File: config.mk
export PLATFORM = sky130hd
export DESIGN_NAME = pipeline_hazard_controller_flat
export DESIGN_NICKNAME = d
export VERILOG_FILES = /design/src/rtl/pipeline_hazard_controller_if.sv /design/src/rtl/pipeline_hazard_controller.sv /design/src/flat_wrapper.sv
export SDC_FILE = /design/constraint.sdc
export NUM_CORES = 1
export LEC_CHECK = 0
export BUFFER_PORTS_ARGS = -buffer_cell sky130_fd_sc_hd__buf_2
export CAP_MARGIN = 10
export CORE_MARGIN = 5
export CORE_UTILIZATION = 27
export CTS_BUF_LIST = sky130_fd_sc_hd__clkbuf_16
export DETAILED_ROUTE_END_ITERATION = 6
export HOLD_SLACK_MARGIN = 0.1
export SYNTH_ARGS = -nofsm -noshare
export SYNTH_HDL_FRONTEND = slang
export SYNTH_SLANG_ARGS = --single-unit
File: constraint.sdc
create_clock -name clk -period 2.17 [get_ports clk]
set_input_delay 0.3255 -clock clk [delete_from_list [all_inputs] [get_ports clk]]
set_output_delay 0.3255 -clock clk [all_outputs]
set_load 0.02 [all_outputs]
File: src/rtl/pipeline_hazard_controller_if.sv
// pipeline_hazard_controller_if
// Purpose : bundles the hazard-detection inputs from the pipeline and the
//           control/status outputs of the hazard controller.
// Signals : ID_Rn/ID_Rm/ID_uses_Rn/ID_uses_Rm   - source operands of the ID instruction
//           EX_Load_Inst/EX_Rd                  - load flag and destination of EX instruction
//           MEM_mem_enable/mem_ready            - data-memory access and its completion
//           branch_taken                        - taken branch resolved in ID
//           PC_LE..MEM_WB_LE                    - pipeline register load enables
//           NOP_sel/IF_ID_flush                 - bubble insert / IF-ID clear
//           hz_state/stall_cycles/mem_timeout   - status
// Modports: master = pipeline side, slave = hazard controller.
interface pipeline_hazard_controller_if;
    logic [3:0]  ID_Rn;
    logic [3:0]  ID_Rm;
    logic        ID_uses_Rn;
    logic        ID_uses_Rm;
    logic        EX_Load_Inst;
    logic [3:0]  EX_Rd;
    logic        MEM_mem_enable;
    logic        mem_ready;
    logic        branch_taken;

    logic        PC_LE;
    logic        IF_ID_LE;
    logic        ID_EX_LE;
    logic        EX_MEM_LE;
    logic        MEM_WB_LE;
    logic        NOP_sel;
    logic        IF_ID_flush;
    logic [1:0]  hz_state;
    logic [15:0] stall_cycles;
    logic        mem_timeout;

    modport master (
        output ID_Rn, ID_Rm, ID_uses_Rn, ID_uses_Rm, EX_Load_Inst, EX_Rd,
               MEM_mem_enable, mem_ready, branch_taken,
        input  PC_LE, IF_ID_LE, ID_EX_LE, EX_MEM_LE, MEM_WB_LE, NOP_sel, IF_ID_flush,
               hz_state, stall_cycles, mem_timeout
    );

    modport slave (
        input  ID_Rn, ID_Rm, ID_uses_Rn, ID_uses_Rm, EX_Load_Inst, EX_Rd,
               MEM_mem_enable, mem_ready, branch_taken,
        output PC_LE, IF_ID_LE, ID_EX_LE, EX_MEM_LE, MEM_WB_LE, NOP_sel, IF_ID_flush,
               hz_state, stall_cycles, mem_timeout
    );
endinterface

File: src/rtl/pipeline_hazard_controller.sv
// pipeline_hazard_controller
// Purpose : detects memory-wait, load-use and taken-branch hazards and drives
//           pipeline load enables, bubble insertion and IF/ID flush with
//           fixed priority memory-wait > load-use > branch.
// Ports   : clk     - clock, all state on rising edge
//           reset_n - synchronous active-low reset
//           hz      - hazard interface (slave side), see pipeline_hazard_controller_if
module pipeline_hazard_controller (
    input  logic                          clk,
    input  logic                          reset_n,
    pipeline_hazard_controller_if.slave   hz
);

    typedef enum logic [1:0] {
        StRun     = 2'b00,
        StLdStall = 2'b01,
        StMemWait = 2'b10,
        StFlush   = 2'b11
    } hz_state_e;

    hz_state_e   r_state;
    hz_state_e   w_state_next;
    logic [7:0]  r_wait_cnt;
    logic [15:0] r_stall_cycles;
    logic        r_mem_timeout;

    logic w_mw;
    logic w_lu;
    logic w_br;
    logic w_pc_le;
    logic w_if_id_le;
    logic w_back_le;   // shared by ID/EX, EX/MEM, MEM/WB
    logic w_nop_sel;
    logic w_flush;

    assign w_mw = hz.MEM_mem_enable & ~hz.mem_ready;
    assign w_lu = hz.EX_Load_Inst &
                  ((hz.ID_uses_Rn & (hz.ID_Rn == hz.EX_Rd)) |
                   (hz.ID_uses_Rm & (hz.ID_Rm == hz.EX_Rd)));
    assign w_br = hz.branch_taken;

    // State register
    always_ff @(posedge clk) begin
        if (!reset_n) begin
            r_state <= StRun;
        end else begin
            r_state <= w_state_next;
        end
    end

    // Next state follows the highest-priority condition seen this cycle
    always_comb begin
        w_state_next = StRun;
        if (w_mw) begin
            w_state_next = StMemWait;
        end else if (w_lu) begin
            w_state_next = StLdStall;
        end else if (w_br) begin
            w_state_next = StFlush;
        end
    end

    // Control outputs are same-cycle; an unresolved load-use held behind a
    // memory freeze simply re-evaluates once the freeze lifts.
    always_comb begin
        w_pc_le    = 1'b1;
        w_if_id_le = 1'b1;
        w_back_le  = 1'b1;
        w_nop_sel  = 1'b0;
        w_flush    = 1'b0;
        if (!reset_n) begin
            // Fill the pipeline with NOPs while held in reset
            w_nop_sel = 1'b1;
            w_flush   = 1'b1;
        end else if (w_mw) begin
            w_pc_le    = 1'b0;
            w_if_id_le = 1'b0;
            w_back_le  = 1'b0;
        end else if (w_lu) begin
            w_pc_le    = 1'b0;
            w_if_id_le = 1'b0;
            w_nop_sel  = 1'b1;
        end else if (w_br) begin
            w_flush = 1'b1;
        end
    end

    // Wait counter, timeout flag and stall counter
    always_ff @(posedge clk) begin
        if (!reset_n) begin
            r_wait_cnt     <= 8'd0;
            r_mem_timeout  <= 1'b0;
            r_stall_cycles <= 16'd0;
        end else begin
            if (w_mw) begin
                if (r_wait_cnt != 8'hFF) begin
                    r_wait_cnt <= r_wait_cnt + 8'd1;
                end else begin
                    r_mem_timeout <= 1'b1;
                end
            end else begin
                r_wait_cnt <= 8'd0;
            end
            if (!w_pc_le && (r_stall_cycles != 16'hFFFF)) begin
                r_stall_cycles <= r_stall_cycles + 16'd1;
            end
        end
    end

    assign hz.PC_LE        = w_pc_le;
    assign hz.IF_ID_LE     = w_if_id_le;
    assign hz.ID_EX_LE     = w_back_le;
    assign hz.EX_MEM_LE    = w_back_le;
    assign hz.MEM_WB_LE    = w_back_le;
    assign hz.NOP_sel      = w_nop_sel;
    assign hz.IF_ID_flush  = w_flush;
    assign hz.hz_state     = r_state;
    assign hz.stall_cycles = r_stall_cycles;
    assign hz.mem_timeout  = r_mem_timeout;

endmodule

File: src/flat_wrapper.sv
// flat-port wrapper written by rule: the top's interface ports become plain ports
module pipeline_hazard_controller_flat 
  (clk, reset_n, hz_ID_Rn, hz_ID_Rm, hz_ID_uses_Rn, hz_ID_uses_Rm, hz_EX_Load_Inst, hz_EX_Rd, hz_MEM_mem_enable, hz_mem_ready, hz_branch_taken, hz_PC_LE, hz_IF_ID_LE, hz_ID_EX_LE, hz_EX_MEM_LE, hz_MEM_WB_LE, hz_NOP_sel, hz_IF_ID_flush, hz_hz_state, hz_stall_cycles, hz_mem_timeout);
  pipeline_hazard_controller_if hz_i ();
  input  logic clk;
  input  logic reset_n;
  input wire logic [$bits(hz_i.ID_Rn)-1:0] hz_ID_Rn;
  input wire logic [$bits(hz_i.ID_Rm)-1:0] hz_ID_Rm;
  input wire logic [$bits(hz_i.ID_uses_Rn)-1:0] hz_ID_uses_Rn;
  input wire logic [$bits(hz_i.ID_uses_Rm)-1:0] hz_ID_uses_Rm;
  input wire logic [$bits(hz_i.EX_Load_Inst)-1:0] hz_EX_Load_Inst;
  input wire logic [$bits(hz_i.EX_Rd)-1:0] hz_EX_Rd;
  input wire logic [$bits(hz_i.MEM_mem_enable)-1:0] hz_MEM_mem_enable;
  input wire logic [$bits(hz_i.mem_ready)-1:0] hz_mem_ready;
  input wire logic [$bits(hz_i.branch_taken)-1:0] hz_branch_taken;
  output wire logic [$bits(hz_i.PC_LE)-1:0] hz_PC_LE;
  output wire logic [$bits(hz_i.IF_ID_LE)-1:0] hz_IF_ID_LE;
  output wire logic [$bits(hz_i.ID_EX_LE)-1:0] hz_ID_EX_LE;
  output wire logic [$bits(hz_i.EX_MEM_LE)-1:0] hz_EX_MEM_LE;
  output wire logic [$bits(hz_i.MEM_WB_LE)-1:0] hz_MEM_WB_LE;
  output wire logic [$bits(hz_i.NOP_sel)-1:0] hz_NOP_sel;
  output wire logic [$bits(hz_i.IF_ID_flush)-1:0] hz_IF_ID_flush;
  output wire logic [$bits(hz_i.hz_state)-1:0] hz_hz_state;
  output wire logic [$bits(hz_i.stall_cycles)-1:0] hz_stall_cycles;
  output wire logic [$bits(hz_i.mem_timeout)-1:0] hz_mem_timeout;
  assign hz_i.ID_Rn = hz_ID_Rn;
  assign hz_i.ID_Rm = hz_ID_Rm;
  assign hz_i.ID_uses_Rn = hz_ID_uses_Rn;
  assign hz_i.ID_uses_Rm = hz_ID_uses_Rm;
  assign hz_i.EX_Load_Inst = hz_EX_Load_Inst;
  assign hz_i.EX_Rd = hz_EX_Rd;
  assign hz_i.MEM_mem_enable = hz_MEM_mem_enable;
  assign hz_i.mem_ready = hz_mem_ready;
  assign hz_i.branch_taken = hz_branch_taken;
  assign hz_PC_LE = hz_i.PC_LE;
  assign hz_IF_ID_LE = hz_i.IF_ID_LE;
  assign hz_ID_EX_LE = hz_i.ID_EX_LE;
  assign hz_EX_MEM_LE = hz_i.EX_MEM_LE;
  assign hz_MEM_WB_LE = hz_i.MEM_WB_LE;
  assign hz_NOP_sel = hz_i.NOP_sel;
  assign hz_IF_ID_flush = hz_i.IF_ID_flush;
  assign hz_hz_state = hz_i.hz_state;
  assign hz_stall_cycles = hz_i.stall_cycles;
  assign hz_mem_timeout = hz_i.mem_timeout;
  pipeline_hazard_controller u_core (.clk(clk), .reset_n(reset_n), .hz(hz_i));
endmodule
Word level (Yosys, flattened, before mapping)
Index checks and enable logic that the tools add are counted.
{"block": "totals", "ff_bits": 27, "elab_cells": 39}
{"block": "classes", "n_addsub": 2, "n_eq_ne": 4, "n_mux": 15, "bitwise": 8, "reduce_logical": 5}
{"op": "$add 16x1->16 const B", "n": 1}
{"op": "$ne 16x16->1 const B", "n": 1}
{"op": "$mux 1", "n": 12}
{"op": "$add 8x1->8 const B", "n": 1}
{"op": "$eq 4x4->1", "n": 2}
{"op": "$ne 8x8->1 const B", "n": 1}
{"op": "$mux 2", "n": 3}
{"op": "$and 1x1->1", "n": 4}
{"op": "$reduce_and 2->1", "n": 2}
{"op": "$not 1->1", "n": 3}
{"op": "$reduce_or 2->1", "n": 1}
{"op": "$logic_and 1x1->1", "n": 1}
{"op": "$logic_not 1->1", "n": 1}
{"op": "$or 1x1->1", "n": 1}

Depth between registers and ports, before layout
{"block": "depth", "ltp_word": 9, "depth_mapped": 7, "ltp_nobuf": 6}

Worst setup path after synthesis
No wires, ideal clock.
{"block": "synth_timing", "path_kind": "input port to output port", "from": "input hz_ID_Rn[3]", "to": "output hz_IF_ID_flush", "t_arrival_ps": 1591, "t_required_ps": 1845, "slack_ps": 253, "stages": 5, "path_buffers": 0, "cell_sequence": "xor2_1 -> nor3_1 -> and4_1 -> or3_1 -> o21ai_0"}
{"block": "synth_via", "elab_chain_cells": 7}
{"element": "start, declared", "line_no": "flat_wrapper.sv:7", "rtl": "input wire logic [$bits(hz_i.ID_Rn)-1:0] hz_ID_Rn;"}
{"element": "$eq 4x4->1", "line_no": "pipeline_hazard_controller.sv:38", "rtl": "((hz.ID_uses_Rn & (hz.ID_Rn == hz.EX_Rd)) |"}
{"element": "$and 1x1->1", "line_no": "pipeline_hazard_controller.sv:38"}
{"element": "$or 1x1->1", "line_no": "pipeline_hazard_controller.sv:38"}
{"element": "$and 1x1->1", "line_no": "pipeline_hazard_controller.sv:37", "rtl": "assign w_lu = hz.EX_Load_Inst &"}
{"element": "$mux 1", "line_no": "pipeline_hazard_controller.sv:79", "rtl": "end else if (w_lu) begin"}
{"element": "$mux 1", "line_no": "pipeline_hazard_controller.sv:75", "rtl": "end else if (w_mw) begin"}
{"element": "$mux 1", "line_no": "pipeline_hazard_controller.sv:71", "rtl": "if (!reset_n) begin"}
{"element": "end, declared", "line_no": "flat_wrapper.sv:22", "rtl": "output wire logic [$bits(hz_i.IF_ID_flush)-1:0] hz_IF_ID_flush;"}
No other way between the ends.

Worst setup path in the final report
{"block": "layout_timing", "from": "input hz_EX_Rd[3]", "to": "output hz_IF_ID_flush"}
{"block": "layout_via", "elab_chain_cells": 7}
{"element": "start, declared", "line_no": "flat_wrapper.sv:12", "rtl": "input wire logic [$bits(hz_i.EX_Rd)-1:0] hz_EX_Rd;"}
{"element": "$eq 4x4->1 (on tied branches)", "line_no": "pipeline_hazard_controller.sv:38, pipeline_hazard_controller.sv:39"}
{"element": "$and 1x1->1 (on tied branches)", "line_no": "pipeline_hazard_controller.sv:38, pipeline_hazard_controller.sv:39"}
{"element": "$or 1x1->1 (*)", "line_no": "pipeline_hazard_controller.sv:38"}
{"element": "$and 1x1->1 (*)", "line_no": "pipeline_hazard_controller.sv:37"}
{"element": "$mux 1 (*)", "line_no": "pipeline_hazard_controller.sv:79"}
{"element": "$mux 1 (*)", "line_no": "pipeline_hazard_controller.sv:75"}
{"element": "$mux 1 (*)", "line_no": "pipeline_hazard_controller.sv:71"}
Mark *: on every way between the ends. The rest lies on a longest branch, timed or not.

==> out/qor.json <==
{
  "drv_cap": {"value": 0},
  "postSynthCellCount": {"value": 175},
  "dp_hpwl": {"value": 2.64, "unit": "mm"},
  "multi_input_comb_area": {"value": 838, "unit": "um^2"},
  "postSynth.topFlopCell": {"value": "sky130_fd_sc_hd__dfxtp_1"},
  "fin_setup_tns": {"value": 0, "unit": "ns"},
  "synth-edff-count": {"value": 0},
  "crit-reg2reg-launch": {"value": "u_core.hz.stall_cycles[6]"},
  "total_leakage_power": {"value": 0.709, "unit": "nW"},
  "pin_count_of_the_biggest_net_entering_global_routing": {"value": 22},
  "via_count": {"value": 1377},
  "ys.warnings.count": {"value": 0},
  "kind_of_end_point_of_the_critical_path": {"value": "primary output"},
  "finalClockSkew": {"value": 0.00163, "unit": "ns"},
  "antennaDiodeCount": {"value": 0},
  "timing.setup.critical_path_class": {"value": "in2out"},
  "number_of_global_route_vias_before_repair": {"value": 1338},
  "insertion_delay": {"value": 0.26, "unit": "ns"},
  "rows": {"value": 26},
  "place.gp.congestion": {"value": 0.750},
  "synth.ff_latch_count": {"value": 27},
  "crit_fanout": {"value": 5},
  "drtPass1Iterations": {"value": 4},
  "tritoncts.num_buffers": {"value": 3},
  "cts.repair_timing.setup_buffer_count": {"value": 0},
  "yosysSeqAreaShare": {"value": 37.6, "unit": "%"},
  "yosys.cell_types.count": {"value": 36},
  "detail_route.wirelength": {"value": 3.44, "unit": "mm"},
  "crit_end": {"value": "hz_IF_ID_flush"},
  "io_buffer_count": {"value": 45},
  "post_drt_via_cell_ratio": {"value": 4.76},
  "fillCellCount": {"value": 588},
  "ys_async_rst_share": {"value": 0, "unit": "%"},
  "ff_latch_area": {"value": 541, "unit": "um^2"},
  "post-route-drc-count": {"value": 0},
  "first_pass_grt_wire_length": {"value": 6.04, "unit": "mm"},
  "floorplan.die.height": {"value": 82.9, "unit": "um"},
  "area_growth": {"value": 26.9, "unit": "%"},
  "worstPathRequired": {"value": 1.84, "unit": "ns"},
  "num-nets-final": {"value": 242},
  "initialDrtViolationCount": {"value": 63},
  "min_path_type": {"value": "in2reg"},
  "postSynthAreaPerCell": {"value": 8.21, "unit": "um^2"},
  "worstSetupStartpointType": {"value": "primary input"},
  "worstRegToRegCells": {"value": 6},
  "final_layout_size_suffix_gt1_share": {"value": 27.4, "unit": "%"},
  "overflow": {"value": 0},
  "tightestPinTransition": {"value": 0.640, "unit": "ns"},
  "finalHoldViolCount": {"value": 0},
  "cts-root-to-sink-buffers": {"value": 2},
  "htree_levels": {"value": 1},
  "slew_headroom": {"value": 57.2, "unit": "%"},
  "worst_r2r_endpoint": {"value": "u_core.hz.stall_cycles[5]"},
  "period_share": {"value": 95.0, "unit": "%"},
  "tritoncts_clock_tree": {"value": "built"},
  "post-route-util": {"value": 35.5, "unit": "%"},
  "finalCriticalPeriod": {"value": 2.06, "unit": "ns"},
  "clk_transition_reported_paths": {"value": 0.07, "unit": "ns"},
  "dieArea": {"value": 6880, "unit": "um^2"},
  "reg2reg_slack": {"value": 0.34, "unit": "ns"},
  "ctsRootBufferMaster": {"value": "sky130_fd_sc_hd__clkbuf_16"},
  "synth_fp_nets": {"value": 197},
  "crit_arrival": {"value": 1.74, "unit": "ns"},
  "vdd.ir_drop.worst": {"value": 275, "unit": "uV"},
  "dieWidth": {"value": 82.9, "unit": "um"},
  "number_of_max_slew_violations_in_the_final_report": {"value": 0},
  "max_clock_freq": {"value": 0.485, "unit": "GHz"},
  "grtUsageTotal": {"value": 10.3, "unit": "%"},
  "start_util": {"value": 27.9, "unit": "%"},
  "status": {"value": "completed"},
  "io_pins": {"value": 46},
  "power_density": {"value": 566, "unit": "nW/um^2"},
  "grt_antenna_before_repair": {"value": 0},
  "cts_sinks": {"value": 27},
  "ant_nets": {"value": 0},
  "finalSetupViolations": {"value": 0},
  "avgRoutedWirePerCell": {"value": 11.9, "unit": "um"},
  "syn-cell-area": {"value": 1440, "unit": "um^2"},
  "placeableCoreArea": {"value": 5140, "unit": "um^2"},
  "critical_path.startpoint": {"value": "hz_EX_Rd[3]"}
}
-- cell type report --
type                    instances  share of cell area [%]
clock buffers                   3                    4.12
well taps                      70                    4.80
multi-input cells             135                    46.0
inverters                       2                   0.412
repair buffers                 51                    14.8
flip-flops and latches         27                    29.6
clock inverters                 1                   0.206
-- metrics by stage --
stage / std cells / cell area (um^2) / power [mW] / setup slack (ns) / hold WS [ns]
floorplan: 175 / 1440 / 0.585 / 0.253 / 0.452
global placement: 285 / 1730 / 0.625 / 0.00775 / 0.449
detailed placement: 285 / 1730 / 0.627 / -0.0566 / 0.459
CTS: 289 / 1810 / 1.05 / 0.0641 / 0.320
global route: 289 / 1820 / 1.09 / -0.00883 / 0.341
finish: 289 / 1820 / 1.03 / 0.108 / 0.320
-- logic make-up (layout without fill, tap and decap cells) --
group	count (synthesis)	after routing	share of synthesized area [%]
compound gates	37	37	14.5
xor+xnor	12	12	7.32
fa+ha+maj	2	2	1.74
buf+inv	13	57	4.79
flops	27	27	37.6
mux	3	3	2.09
simple gates	81	81	31.9
-- what timing repair did --
action	CTS	global route
gates resized for setup	0	2
setup endpoints to repair	0	3
hold buffers	0	0
-- sequential cells by signal, summed over array words and instances (netlist names) --
name and flops:
u_core.r_wait_cnt 8, u_core.hz.hz_state 2, u_core.hz.mem_timeout 1, u_core.hz.stall_cycles 16
-- layout by cell type, fill, tap and decap left out, drive strengths merged, types with 3 or more instances in the layout --
cell type	synthesis	final
a21oi	15	15
and3	5	5
buf	5	51
clkbuf	6	3
dfxtp	27	27
mux2i	3	3
nand2	15	15
nand2b	4	4
nand3	12	12
nand4	6	6
nor2	14	14
nor3	4	4
o21ai	13	13
o31ai	4	4
or3	10	10
or4	4	4
xnor2	3	3
xor2	9	9
-- report_power, final --
group | internal [mW] | switching, mW | total [mW]
clock network | 0.247 | 0.169 | 0.416
registers | 0.501 | 0.00396 | 0.505
logic | 0.0447 | 0.0665 | 0.111
total | 0.793 | 0.240 | 1.03
-- worst min path at each step --
stage | start | end | slack (ns) | depth (start not counted)
2_1_floorplan | u_core.r_wait_cnt[6] | u_core.r_wait_cnt[6] | 0.45 | 1
3_3_place_gp | u_core.hz.mem_timeout | u_core.hz.mem_timeout | 0.45 | 2
3_5_place_dp | u_core.hz.mem_timeout | u_core.hz.mem_timeout | 0.46 | 2
4_1_cts | hz_branch_taken | u_core.hz.hz_state[1] | 0.32 | 3
5_1_grt | hz_branch_taken | u_core.hz.hz_state[0] | 0.34 | 3
6_report | hz_branch_taken | u_core.hz.hz_state[1] | 0.32 | 3
-- critical path, cell delays in order --
cell and delay (ns):
sky130_fd_sc_hd__buf_2 0.11, sky130_fd_sc_hd__xor2_1 0.14, sky130_fd_sc_hd__nor3_1 0.07, sky130_fd_sc_hd__and4_1 0.22
sky130_fd_sc_hd__buf_4 0.14, sky130_fd_sc_hd__or3_4 0.36, sky130_fd_sc_hd__o21ai_0 0.17, sky130_fd_sc_hd__buf_2 0.19
-- layer usage --
layer	wire length, um	up-vias	track usage, %
met5	0	-	0
met4	49	0	3.57
met3	293	5	3.37
met2	1450	41	15.8
met1	1650	609	13.6
li1	-	722	-
-- synthesized netlist by cell type (all sizes together), types with 5 or more instances --
cell / instances / area, um^2
nand4: 6 / 37.5
o21ai: 13 / 65.1
nor2: 14 / 52.6
nand2: 15 / 56.3
and3: 5 / 31.3
a21oi: 15 / 75.1
dfxtp: 27 / 541
clkbuf: 6 / 22.5
buf: 5 / 38.8
or3: 10 / 62.6
xor2: 9 / 78.8
nand3: 12 / 65.1
Note: power is estimated with default switching activity, not from simulation.
